## src/rtl/seg7_pkg.sv

```systemverilog
// Shared constants for the seven-segment scan driver:
// glyph table in {g,f,e,d,c,b,a} order and segment bit indices.
package seg7_pkg;

    localparam int SEG_A = 0;
    localparam int SEG_B = 1;
    localparam int SEG_C = 2;
    localparam int SEG_D = 3;
    localparam int SEG_E = 4;
    localparam int SEG_F = 5;
    localparam int SEG_G = 6;

    localparam logic [6:0] SEG_TABLE [16] = '{
        7'b0111111,
        7'b0000110,
        7'b1011011,
        7'b1001111,
        7'b1100110,
        7'b1101101,
        7'b1111101,
        7'b0000111,
        7'b1111111,
        7'b1101111,
        7'b1110111,
        7'b1111100,
        7'b0111001,
        7'b1011110,
        7'b1111001,
        7'b1110001
    };

endpackage

```

## src/rtl/seg7_scan_driver_decode.sv

```systemverilog
// Hex nibble to active-high segment pattern.
// Combinational lookup into the shared glyph table.
module seg7_decode
    import seg7_pkg::*;
(
    input  logic [3:0] nib_i,
    output logic [6:0] seg_o
);

    assign seg_o = SEG_TABLE[nib_i];

endmodule

```

## src/rtl/seg7_scan_driver.sv

```systemverilog
// Time-multiplexed 7-segment scanner with a double-buffered
// display register that only updates on frame boundaries.
module seg7_scan_driver
    import seg7_pkg::*;
#(
    parameter int DIGITS         = 4,
    parameter int DIV            = 1000,
    parameter int BLANK_CYCLES   = 16,
    parameter int SEG_ACTIVE_LOW = 0,
    parameter int AN_ACTIVE_LOW  = 0
) (
    input  logic                  clk,
    input  logic                  rst_n,
    input  logic                  load,
    input  logic [4*DIGITS-1:0]   data,
    input  logic [DIGITS-1:0]     dp,
    input  logic [DIGITS-1:0]     blank,
    output logic [6:0]            seg_o,
    output logic                  dp_o,
    output logic [DIGITS-1:0]     an_o,
    output logic                  pending,
    output logic                  frame_tick
);

    localparam int CNT_W = (DIV > 1) ? $clog2(DIV) : 1;
    localparam int IDX_W = (DIGITS > 1) ? $clog2(DIGITS) : 1;
    localparam logic [CNT_W-1:0] CNT_LAST = CNT_W'(DIV - 1);
    localparam logic [IDX_W-1:0] IDX_LAST = IDX_W'(DIGITS - 1);
    localparam logic [CNT_W-1:0] BLANK_C  = CNT_W'(BLANK_CYCLES);
    localparam logic SEG_INV = (SEG_ACTIVE_LOW != 0);
    localparam logic AN_INV  = (AN_ACTIVE_LOW != 0);

    logic [CNT_W-1:0]    cnt_q, cnt_d;
    logic [IDX_W-1:0]    idx_q, idx_d;
    logic                pend_q, pend_d;
    logic                tick_q;
    logic [4*DIGITS-1:0] sh_data_q, act_data_q;
    logic [DIGITS-1:0]   sh_dp_q, act_dp_q;
    logic [DIGITS-1:0]   sh_blk_q, act_blk_q;
    logic [6:0]          seg_q, seg_d;
    logic                dp_q, dp_d;
    logic [DIGITS-1:0]   an_q, an_d;

    logic       slot_end;
    logic       boundary;
    logic       apply;
    logic       lit;
    logic [3:0] nib;
    logic       dp_sel;
    logic       blk_sel;
    logic [6:0] seg_raw;

    assign slot_end = (cnt_q == CNT_LAST);
    assign boundary = slot_end && (idx_q == IDX_LAST);
    assign apply    = boundary && pend_q;

    always_comb begin
        cnt_d = slot_end ? '0 : cnt_q + 1'b1;
        idx_d = idx_q;
        if (slot_end) begin
            idx_d = (idx_q == IDX_LAST) ? '0 : idx_q + 1'b1;
        end
    end

    // A load on the apply cycle keeps the update queued.
    always_comb begin
        pend_d = pend_q;
        if (load) begin
            pend_d = 1'b1;
        end else if (boundary) begin
            pend_d = 1'b0;
        end
    end

    always_comb begin
        nib     = '0;
        dp_sel  = 1'b0;
        blk_sel = 1'b1;
        for (int k = 0; k < DIGITS; k++) begin
            if (idx_q == IDX_W'(k)) begin
                nib     = act_data_q[4*k +: 4];
                dp_sel  = act_dp_q[k];
                blk_sel = act_blk_q[k];
            end
        end
    end

    seg7_decode u_decode (
        .nib_i (nib),
        .seg_o (seg_raw)
    );

    always_comb begin
        lit   = (cnt_q >= BLANK_C) && !blk_sel;
        seg_d = lit ? seg_raw : '0;
        dp_d  = lit && dp_sel;
        an_d  = '0;
        for (int k = 0; k < DIGITS; k++) begin
            an_d[k] = lit && (idx_q == IDX_W'(k));
        end
    end

    always_ff @(posedge clk or negedge rst_n) begin
        if (!rst_n) begin
            cnt_q      <= '0;
            idx_q      <= '0;
            pend_q     <= 1'b0;
            tick_q     <= 1'b0;
            sh_data_q  <= '0;
            sh_dp_q    <= '0;
            sh_blk_q   <= '1;
            act_data_q <= '0;
            act_dp_q   <= '0;
            act_blk_q  <= '1;
            seg_q      <= '0;
            dp_q       <= 1'b0;
            an_q       <= '0;
        end else begin
            cnt_q  <= cnt_d;
            idx_q  <= idx_d;
            pend_q <= pend_d;
            tick_q <= boundary;
            if (load) begin
                sh_data_q <= data;
                sh_dp_q   <= dp;
                sh_blk_q  <= blank;
            end
            if (apply) begin
                act_data_q <= sh_data_q;
                act_dp_q   <= sh_dp_q;
                act_blk_q  <= sh_blk_q;
            end
            seg_q <= seg_d;
            dp_q  <= dp_d;
            an_q  <= an_d;
        end
    end

    assign seg_o      = seg_q ^ {7{SEG_INV}};
    assign dp_o       = dp_q ^ SEG_INV;
    assign an_o       = an_q ^ {DIGITS{AN_INV}};
    assign pending    = pend_q;
    assign frame_tick = tick_q;

endmodule

```

## config.mk

```make
export PLATFORM = sky130hd
export DESIGN_NAME = seg7_scan_driver
export DESIGN_NICKNAME = d
export VERILOG_FILES = /design/src/rtl/seg7_pkg.sv /design/src/rtl/seg7_scan_driver_decode.sv /design/src/rtl/seg7_scan_driver.sv
export SDC_FILE = /design/constraint.sdc
export NUM_CORES = 1
export LEC_CHECK = 0
export BUFFER_PORTS_ARGS = -buffer_cell sky130_fd_sc_hd__buf_2
export CAP_MARGIN = 20
export CORE_MARGIN = 8
export CORE_UTILIZATION = 54
export CTS_BUF_LIST = sky130_fd_sc_hd__clkbuf_4
export DETAILED_ROUTE_END_ITERATION = 12
export GPL_ROUTABILITY_DRIVEN = 0
export GPL_TIMING_DRIVEN = 0
export PLACE_DENSITY_LB_ADDON = 0.1
export SYNTH_ARGS = -nofsm -noshare
export SYNTH_HDL_FRONTEND = slang
export SYNTH_SLANG_ARGS = --single-unit
```

## constraint.sdc

```tcl
create_clock -name clk -period 2.3 [get_ports clk]
set_input_delay 0.46 -clock clk [delete_from_list [all_inputs] [get_ports clk]]
set_output_delay 0.46 -clock clk [all_outputs]
set_load 0.02 [all_outputs]
```

==> out/qor.yml, run 1 <==
crit_type: "reg2reg"
clockBufferDepth: 2
place_inst: 370
finalInstanceArea_um2: 4020
rr_endpoint: "seg_o[0]$_DFF_PN0_"
io_buffers: 39
cts.sinks: 74
grt_max_degree: 75
clk_latency_ps: 410
crit_path_end_kind: "flip-flop"
whs_ps: 154
overflow: 0
start_util_pct: 54.7
route.detailed.drc: 0
fmax_mhz: 452
grt_pass1_wl_um: 10100
antenna_found_initial: 0
htreeDepth: 3
ir_drop_uv: 567
ys_async_sr_fraction_pct: 100
period_needed_ps: 2210
leakagePower_nw: 1.80
firstDrtPassIters: 4
ys_ff_latch: 74
seq_area_frac_synth_pct: 54.5
die_w_um: 95.5
synthTopCellsByCount: "dfrtp_1, mux2_2, mux2_4"
area_growth_syn_to_layout_pct: 17.8
maxSlewViolCount: 0
ant_nets: 0
synth_area_leaders: "dfrtp_1, mux2_2, mux2_4, dfstp_2, ha_1"
critPathArrivalTime_ps: 2510
tns_ps: 0
ioPinCount: 41
setup_violations: 0
row_count: 29
netlist_area_um2: 3410
wl_um: 6010
yosysWarningCount: 0
nNetsFinal: 349
synth-edff-count: 0
vias: 2064
die_h_um: 95.5
synth_top_area_cell: "dfrtp_1"
grt_pass1_vias: 2102
dp_slack_ps: -521
status: "complete, no violations"
diodes: 0
synth_nets: 293
path_clk_slew_ps: 130
tightest_slew_ps: 898
ys_types: 42
vias_per_cell: 5.27
core-area_um2: 6240
crit-reg2reg-launch: "idx_q[0]$_DFFE_PN0N_"
hold_class: "in2async"
required_ps: 2600
cap_violations: 0
r2r_slack_ps: 90
cp-start-kind: "flip-flop"
cts_root_buf: "clkbuf_4"
power.density_nw_per_um2: 588
layout-drive-gt1-share_pct: 47.3
fp.dieArea_um2: 9120
detail_route.wl_per_cell_um: 15.3
synth_flop_cell: "dfrtp_1"
cts_tree: "done"
post-route-period-util_pct: 96.1
skew_ps: 17.8
synth_top_area_share_pct: 48.4
ctsHoldBuffers: 0
grt.total_usage_pct: 14.5
worst_slack_ps: 89.0
fin_cells: 392
synthCells: 254
rsz0062_at_grt: "true"
cts_made_buffers: 9
yosysMostFrequentCell: "dfrtp_1"
slew_headroom_pct: 40.1
final_hold_viol_count: 0
drtIter0Drc: 58
dp_hpwl_um: 4220
placed_cell_area_um2: 3720
synth_area_per_cell_um2: 13.4
r2r_cells: 8
cp_max_fo: 10
-- placed cells by master, fill, tap and decap left out, types with 3 or more instances in the layout --
cell type	synthesis	layout
dfrtp_1	66	65
buf_2	5	39
mux2_2	28	28
mux2_4	20	20
nor2_1	13	12
buf_4	1	10
inv_1	12	9
clkbuf_4	0	9
dfstp_2	8	8
nand2_1	7	7
nand3_1	7	7
ha_1	12	6
nor3b_1	5	5
nor2b_1	8	5
a221oi_1	6	5
o21ai_0	6	5
a21oi_1	4	4
nor3_1	4	4
xor2_1	4	4
mux2i_1	3	3
xnor2_1	3	3
and2_1	3	3
ha_2	0	3
ha_4	0	3
-- where the power goes --
group | switching, mW | internal (mW) | leakage (nW)
sequential | 0.0219 | 1.35 | 0.902
clock | 0.455 | 0.438 | 0.0819
combinational | 0.0461 | 0.0544 | 0.820
-- area by class of cell --
class,instances,area (um2)
Buffer,13,120
Clock buffer,9,67.6
Clock inverter,7,93.8
Fill cell,494,2220
Inverter,12,47.5
Multi-Input combinational cell,155,1490
Sequential cell,74,1860
Tap cell,77,96.3
Timing Repair Buffer,45,243
-- cell families after synthesis --
kind of cell             count (synthesis)  synth area share, %
AO/OA/AOI/OAI                           30                 6.71
XOR/XNOR                                 7                 1.80
adder cells (fa/ha/maj)                 12                 4.40
buffers and inverters                   25                 4.33
flip-flops                              74                 54.5
multiplexers                            51                 18.9
AND/OR/NAND/NOR                         55                 9.31
-- sequential cells by signal (all words and copies together), names as in the netlist --
register,cells
act_blk_q,4
act_data_q,16
act_dp_q,4
an_o,4
cnt_q,10
dp_o,1
frame_tick,1
idx_q,2
pending,1
seg_o,7
sh_blk_q,4
sh_data_q,16
sh_dp_q,4
-- layer usage --
metal | track usage (%) | up-vias | wire length [um] | share of wire [%]
li1 | - | 1003 | - | -
met4 | 7.04 | 0 | 77 | 1.3
met3 | 3.54 | 10 | 236 | 3.9
met2 | 22.7 | 33 | 2980 | 50
met5 | 0 | - | 0 | 0
met1 | 18.5 | 1018 | 2720 | 45
-- per-stage QoR --
| step | utilization (%) | total power [mW] |
|---|---|---|
| finish | 64.4 | 2.36 |
| global placement | 59.6 | 1.50 |
| global route | 64.4 | 2.47 |
| detailed placement | 59.6 | 1.50 |
| CTS | 62.9 | 2.40 |
| floorplan | - | 1.44 |
-- what timing repair did --
action / in CTS / in global routing
gates resized for setup: 5 / 21
pin swaps: 2 / 3
endpoints found under the setup margin: 7 / 7
buffers inserted: 4 / 2
-- worst max path at each step --
stage,startpoint,end,cells past startpoint
after floorplan,idx_q[0]$_DFFE_PN0N_,seg_o[1]$_DFF_PN0_,7
after global placement,idx_q[0]$_DFFE_PN0N_,seg_o[3]$_DFF_PN0_,9
after detailed placement,idx_q[0]$_DFFE_PN0N_,seg_o[0]$_DFF_PN0_,9
after CTS,idx_q[0]$_DFFE_PN0N_,seg_o[3]$_DFF_PN0_,10
after global routing,idx_q[0]$_DFFE_PN0N_,seg_o[6]$_DFF_PN0_,9
final,idx_q[0]$_DFFE_PN0N_,seg_o[0]$_DFF_PN0_,8
-- worst max-delay path: stages, from the launching register on --
cell and delay (ps):
dfrtp_2 470, ha_1 200, buf_4 170, buf_6 140, a221o_2 470, inv_4 100, ha_2 190, nor3_1 60
o31a_1 300
No activity file was read; power rests on OpenSTA's default activity.
==> run 2: changes to the inputs <==
Settings changed: CORE_ASPECT_RATIO from default to 1.75, SLEW_MARGIN from default to 10.
==> out/qor.yml, run 2 (synthesized netlist as in run 1, its figures left out) <==
status: "complete, no violations"
whs_ps: 265
fmax_mhz: 455
clk_latency_ps: 410
reg_top3: "act_data_q: 16 flops, sh_data_q: 16 flops, cnt_q: 10 flops"
die_h_um: 121
tightest_slew_ps: 787
detail_route.wl_per_cell_um: 16.3
cts_tree: "done"
antenna_found_initial: 0
final_common_cell: "dfrtp_1"
tns_ps: 0
dp_hpwl_um: 4590
leakagePower_nw: 1.83
p_sw_mw: 0.499
die_w_um: 76.1
fp.dieArea_um2: 9220
crit_path_end_kind: "flip-flop"
diodes: 0
grt_pass1_vias: 2241
final_hold_viol_count: 0
clockPowerShare_pct: 36.7
p_sw_share_pct: 21.4
row_count: 38
slew_headroom_pct: 47.1
layout-drive-gt1-share_pct: 48.9
required_ps: 2570
route.detailed.drc: 0
critPathArrivalTime_ps: 2470
period_needed_ps: 2200
drtIter0Drc: 103
cap_violations: 0
post-route-period-util_pct: 95.6
htreeDepth: 3
share_comb_of_total_power_pct: 4.6
start_util_pct: 55.2
grt_max_degree: 40
crit_type: "reg2reg"
internal-power_mw: 1.84
cts.sinks: 74
ant_nets: 0
wl_um: 6490
vias_per_cell: 5.35
grt.total_usage_pct: 14.9
grt_pass1_wl_um: 10900
maxSlewViolCount: 0
skew_ps: 10.8
p_total_mw: 2.33
firstDrtPassIters: 4
fin_cells: 399
hold_class: "in2reg"
core-area_um2: 6180
path_clk_slew_ps: 110
power.density_nw_per_um2: 565
cp-start-kind: "flip-flop"
p_seq_share_pct: 58.7
io_buffers: 39
area_growth_syn_to_layout_pct: 21.0
overflow: 0
cts_root_buf: "clkbuf_4"
clockBufferDepth: 2
ir_drop_uv: 392
nNetsFinal: 353
place_inst: 374
setup_violations: 0
cp_max_fo: 10
vias: 2133
final_cell_mix: "dfrtp_1, buf_2, mux2_2"
ioPinCount: 41
cts_made_buffers: 9
## run 2: power groups by stage
| stage | combinational [mW] | sequential (mW) | clock, mW |
|---|---|---|---|
| finish | 0.107 | 1.37 | 0.857 |
| global route | 0.122 | 1.38 | 0.941 |
| CTS | 0.111 | 1.37 | 0.893 |
| detailed placement | 0.110 | 1.40 | 0 |
| global placement | 0.102 | 1.40 | 0 |
| floorplan | 0.0526 | 1.39 | 0 |
## run 2: worst paths after layout
path / to / slack, ps / start / cells after the start
max: seg_o[3]$_DFF_PN0_ / 100 / idx_q[0]$_DFFE_PN0N_ / 10
min: sh_data_q[7]$_DFFE_PN0P_ / 270 / data[7] / 2
max reg2reg: seg_o[3]$_DFF_PN0_ / 100 / idx_q[0]$_DFFE_PN0N_ / 10
min reg2reg: cnt_q[0]$_DFF_PN0_ / 510 / cnt_q[0]$_DFF_PN0_ / 1
max in group asynchronous: sh_blk_q[1]$_DFFE_PN1P_ / 1150 / rst_n / 3
min in group asynchronous: act_data_q[7]$_DFFE_PN0P_ / 520 / rst_n / 2
## run 2: routing by layer
layer	GRT usage (%)	part of all wire (%)	vias to the layer above	routed length, um
met1	16.5	40	1063	2570
met4	7.14	2.8	0	182
met3	5.49	3.7	14	242
li1	-	-	1016	-
met2	24.9	54	40	3490
met5	0	0	-	0
## run 2: layout make-up
| type | instances | area [um2] |
|---|---|---|
| inverters | 12 | 52.6 |
| clock buffers | 9 | 67.6 |
| flip-flops and latches | 74 | 1860 |
| repair buffers | 49 | 288 |
| plain buffers | 13 | 128 |
| fillers | 481 | 2050 |
| clock inverters | 7 | 83.8 |
| multi-input cells | 155 | 1550 |
| well taps | 80 | 100 |
## run 2: what timing repair did
| item | 4_1_cts | 5_1_grt |
|---|---|---|
| resized for setup | 4 | 37 |
| setup endpoints to repair | 7 | 7 |
| setup buffers | 3 | 5 |
| hold endpoints to repair | 35 | 0 |
| hold buffers | 1 | 0 |
| pin swaps | 2 | 5 |
## run 2: worst max-delay path: stages, from the launching register on
cell and delay (ps):
dfrtp_2 480, inv_4 70, ha_4 160, buf_6 130, nor2b_4 130, a222oi_1 290, buf_4 240, ha_1 150
nor2b_2 160, a2bb2oi_1 180, nor2_1 50
## run 2: per-stage QoR
| step | worst slack (ps) | instance area [um2] | util, % |
|---|---|---|---|
| after global routing | -42.9 | 4130 | 66.8 |
| after global placement | -418 | 3720 | 60.2 |
| after detailed placement | -448 | 3740 | 60.6 |
| after CTS | 16.8 | 3940 | 63.8 |
| after floorplan | 10.7 | 3430 | - |
| final | 101 | 4130 | 66.8 |
==> run 3: changes to the inputs <==
--- a/config.mk
+++ b/config.mk
@@ -10,6 +10,5 @@
 export CORE_ASPECT_RATIO = 1.75
 export CORE_MARGIN = 8
-export CORE_UTILIZATION = 54
-export CTS_BUF_LIST = sky130_fd_sc_hd__clkbuf_4
+export CORE_UTILIZATION = 52
 export DETAILED_ROUTE_END_ITERATION = 12
 export GPL_ROUTABILITY_DRIVEN = 0
==> constraint.sdc (replaced) <==
create_clock -name clk -period 2.3 [get_ports clk]
set_input_delay 0.23 -clock clk [delete_from_list [all_inputs] [get_ports clk]]
set_output_delay 0.23 -clock clk [all_outputs]
set_load 0.02 [all_outputs]
==> out/qor.yml, run 3 (synthesized netlist as in run 1, its figures left out) <==
final_util_pct: 65.8
cap_violations: 0
cts_root_buf: "clkbuf_16"
share_comb_of_total_power_pct: 3.8
crit_path_end_kind: "flip-flop"
drtIter0Drc: 87
io_buffers: 39
fmax_mhz: 450
die_h_um: 123
cts_made_buffers: 9
crit_type: "reg2reg"
nNetsFinal: 351
finalInstanceArea_um2: 4240
grt_pass1_wl_um: 10600
route.detailed.drc: 0
slew_headroom_pct: 43.8
maxSlewViolCount: 0
placed_cell_area_um2: 3750
tightest_slew_ps: 836
diodes: 0
die_w_um: 77.2
path_clk_slew_ps: 50
row_count: 39
reg_top3: "act_data_q: 16 flops, sh_data_q: 16 flops, cnt_q: 10 flops"
grt_max_degree: 44
antenna_found_initial: 0
overflow: 0
final_common_cell: "dfrtp_1"
clockPowerShare_pct: 48.2
hold_class: "in2reg"
layout-drive-gt1-share_pct: 47.3
rsz0062_at_grt: "true"
vias: 2114
grt_pass1_vias: 2272
post-route-period-util_pct: 96.7
internal-power_mw: 2.31
firstDrtPassIters: 4
power.density_nw_per_um2: 676
detail_route.wl_per_cell_um: 16.2
cts.sinks: 74
cp_max_fo: 10
dp_hpwl_um: 4660
p_total_mw: 2.86
start_util_pct: 53.0
status: "complete, no violations"
ir_drop_uv: 629
p_sw_mw: 0.556
required_ps: 2570
ant_nets: 0
critPathArrivalTime_ps: 2500
ioPinCount: 41
clockBufferDepth: 2
wl_um: 6470
cp-start-kind: "flip-flop"
grt.total_usage_pct: 14.5
fp.dieArea_um2: 9510
setup_violations: 0
p_seq_share_pct: 48.0
dp_slack_ps: -475
vias_per_cell: 5.30
final_hold_viol_count: 0
htreeDepth: 3
skew_ps: 3.35
area_growth_syn_to_layout_pct: 24.2
final_cell_mix: "dfrtp_1, buf_2, mux2_2"
r2r_slack_ps: 80
core-area_um2: 6440
whs_ps: 123
cts_tree: "done"
worst_slack_ps: 75.4
clk_latency_ps: 330
leakagePower_nw: 1.88
period_needed_ps: 2220
p_sw_share_pct: 19.4
fill_cells: 520
run 3: cell types whose count changed in the layout (fill, tap and decap cells not counted), moves of 3 or more:
cell	before	now
clkbuf_1	2	5
clkbuf_16	0	9
clkbuf_4	9	0
clkinv_1	3	0
run 3: path summary, 6_finish.rpt:
path | startpoint | to | cells past startpoint
min in group asynchronous | rst_n | act_data_q[14]$_DFFE_PN0P_ | 2
max in group asynchronous | rst_n | sh_blk_q[1]$_DFFE_PN1P_ | 3
setup / recovery | idx_q[0]$_DFFE_PN0N_ | seg_o[0]$_DFF_PN0_ | 9
hold / removal | blank[3] | sh_blk_q[3]$_DFFE_PN1P_ | 2
setup reg to reg | idx_q[0]$_DFFE_PN0N_ | seg_o[0]$_DFF_PN0_ | 9
hold reg to reg | cnt_q[0]$_DFF_PN0_ | cnt_q[0]$_DFF_PN0_ | 1
run 3: layout make-up:
cell class / count / area [um2] / share of cell area, %
Buffer: 13 / 128 / 3.01
Clock buffer: 14 / 264 / 6.23
Clock inverter: 2 / 35.0 / 0.827
Inverter: 12 / 47.5 / 1.12
Multi-Input combinational cell: 155 / 1530 / 36.0
Sequential cell: 74 / 1860 / 44.0
Tap cell: 82 / 103 / 2.42
Timing Repair Buffer: 47 / 273 / 6.44
run 3: critical path, cell delays in order (launching register included):
cell and delay [ps]:
dfrtp_2 450, ha_1 220, buf_4 170, buf_6 140
a222oi_1 310, buf_4 240, inv_2 70, ha_4 180
nor3b_1 230, o31a_1 140
run 3: timing repair:
| action | in CTS | in global routing |
|---|---|---|
| endpoints found under the setup margin | 7 | 7 |
| pin swaps | 2 | 4 |
| hold buffers | 1 | 0 |
| hold endpoints to repair | 31 | 0 |
| resized for setup | 4 | 31 |
| cloned | 0 | 0 |
| buffers inserted | 2 | 4 |
run 3: routing by layer:
layer,part of all wire [%],vias to the layer above,track usage [%]
met5,0,-,0
met4,2.9,0,8.43
met3,4.0,17,5.09
met2,54,41,25.5
met1,39,1046,14.6
li1,-,1010,-
run 3: power groups by stage:
stage / clock (mW) / sequential, mW / combinational (mW)
after floorplan: 0 / 1.39 / 0.0526
after global placement: 0 / 1.40 / 0.101
after detailed placement: 0 / 1.40 / 0.110
after CTS: 1.42 / 1.38 / 0.111
after global routing: 1.46 / 1.38 / 0.121
final: 1.38 / 1.37 / 0.108
run 3: stage by stage:
| stage | setup TNS, ps | instances |
|---|---|---|
| 3_5_place_dp | -3000 | 376 |
| 5_1_grt | -40.0 | 399 |
| 6_report | 0 | 399 |
| 2_1_floorplan | 0 | 254 |
| 3_3_place_gp | -2550 | 375 |
| 4_1_cts | -10.8 | 395 |
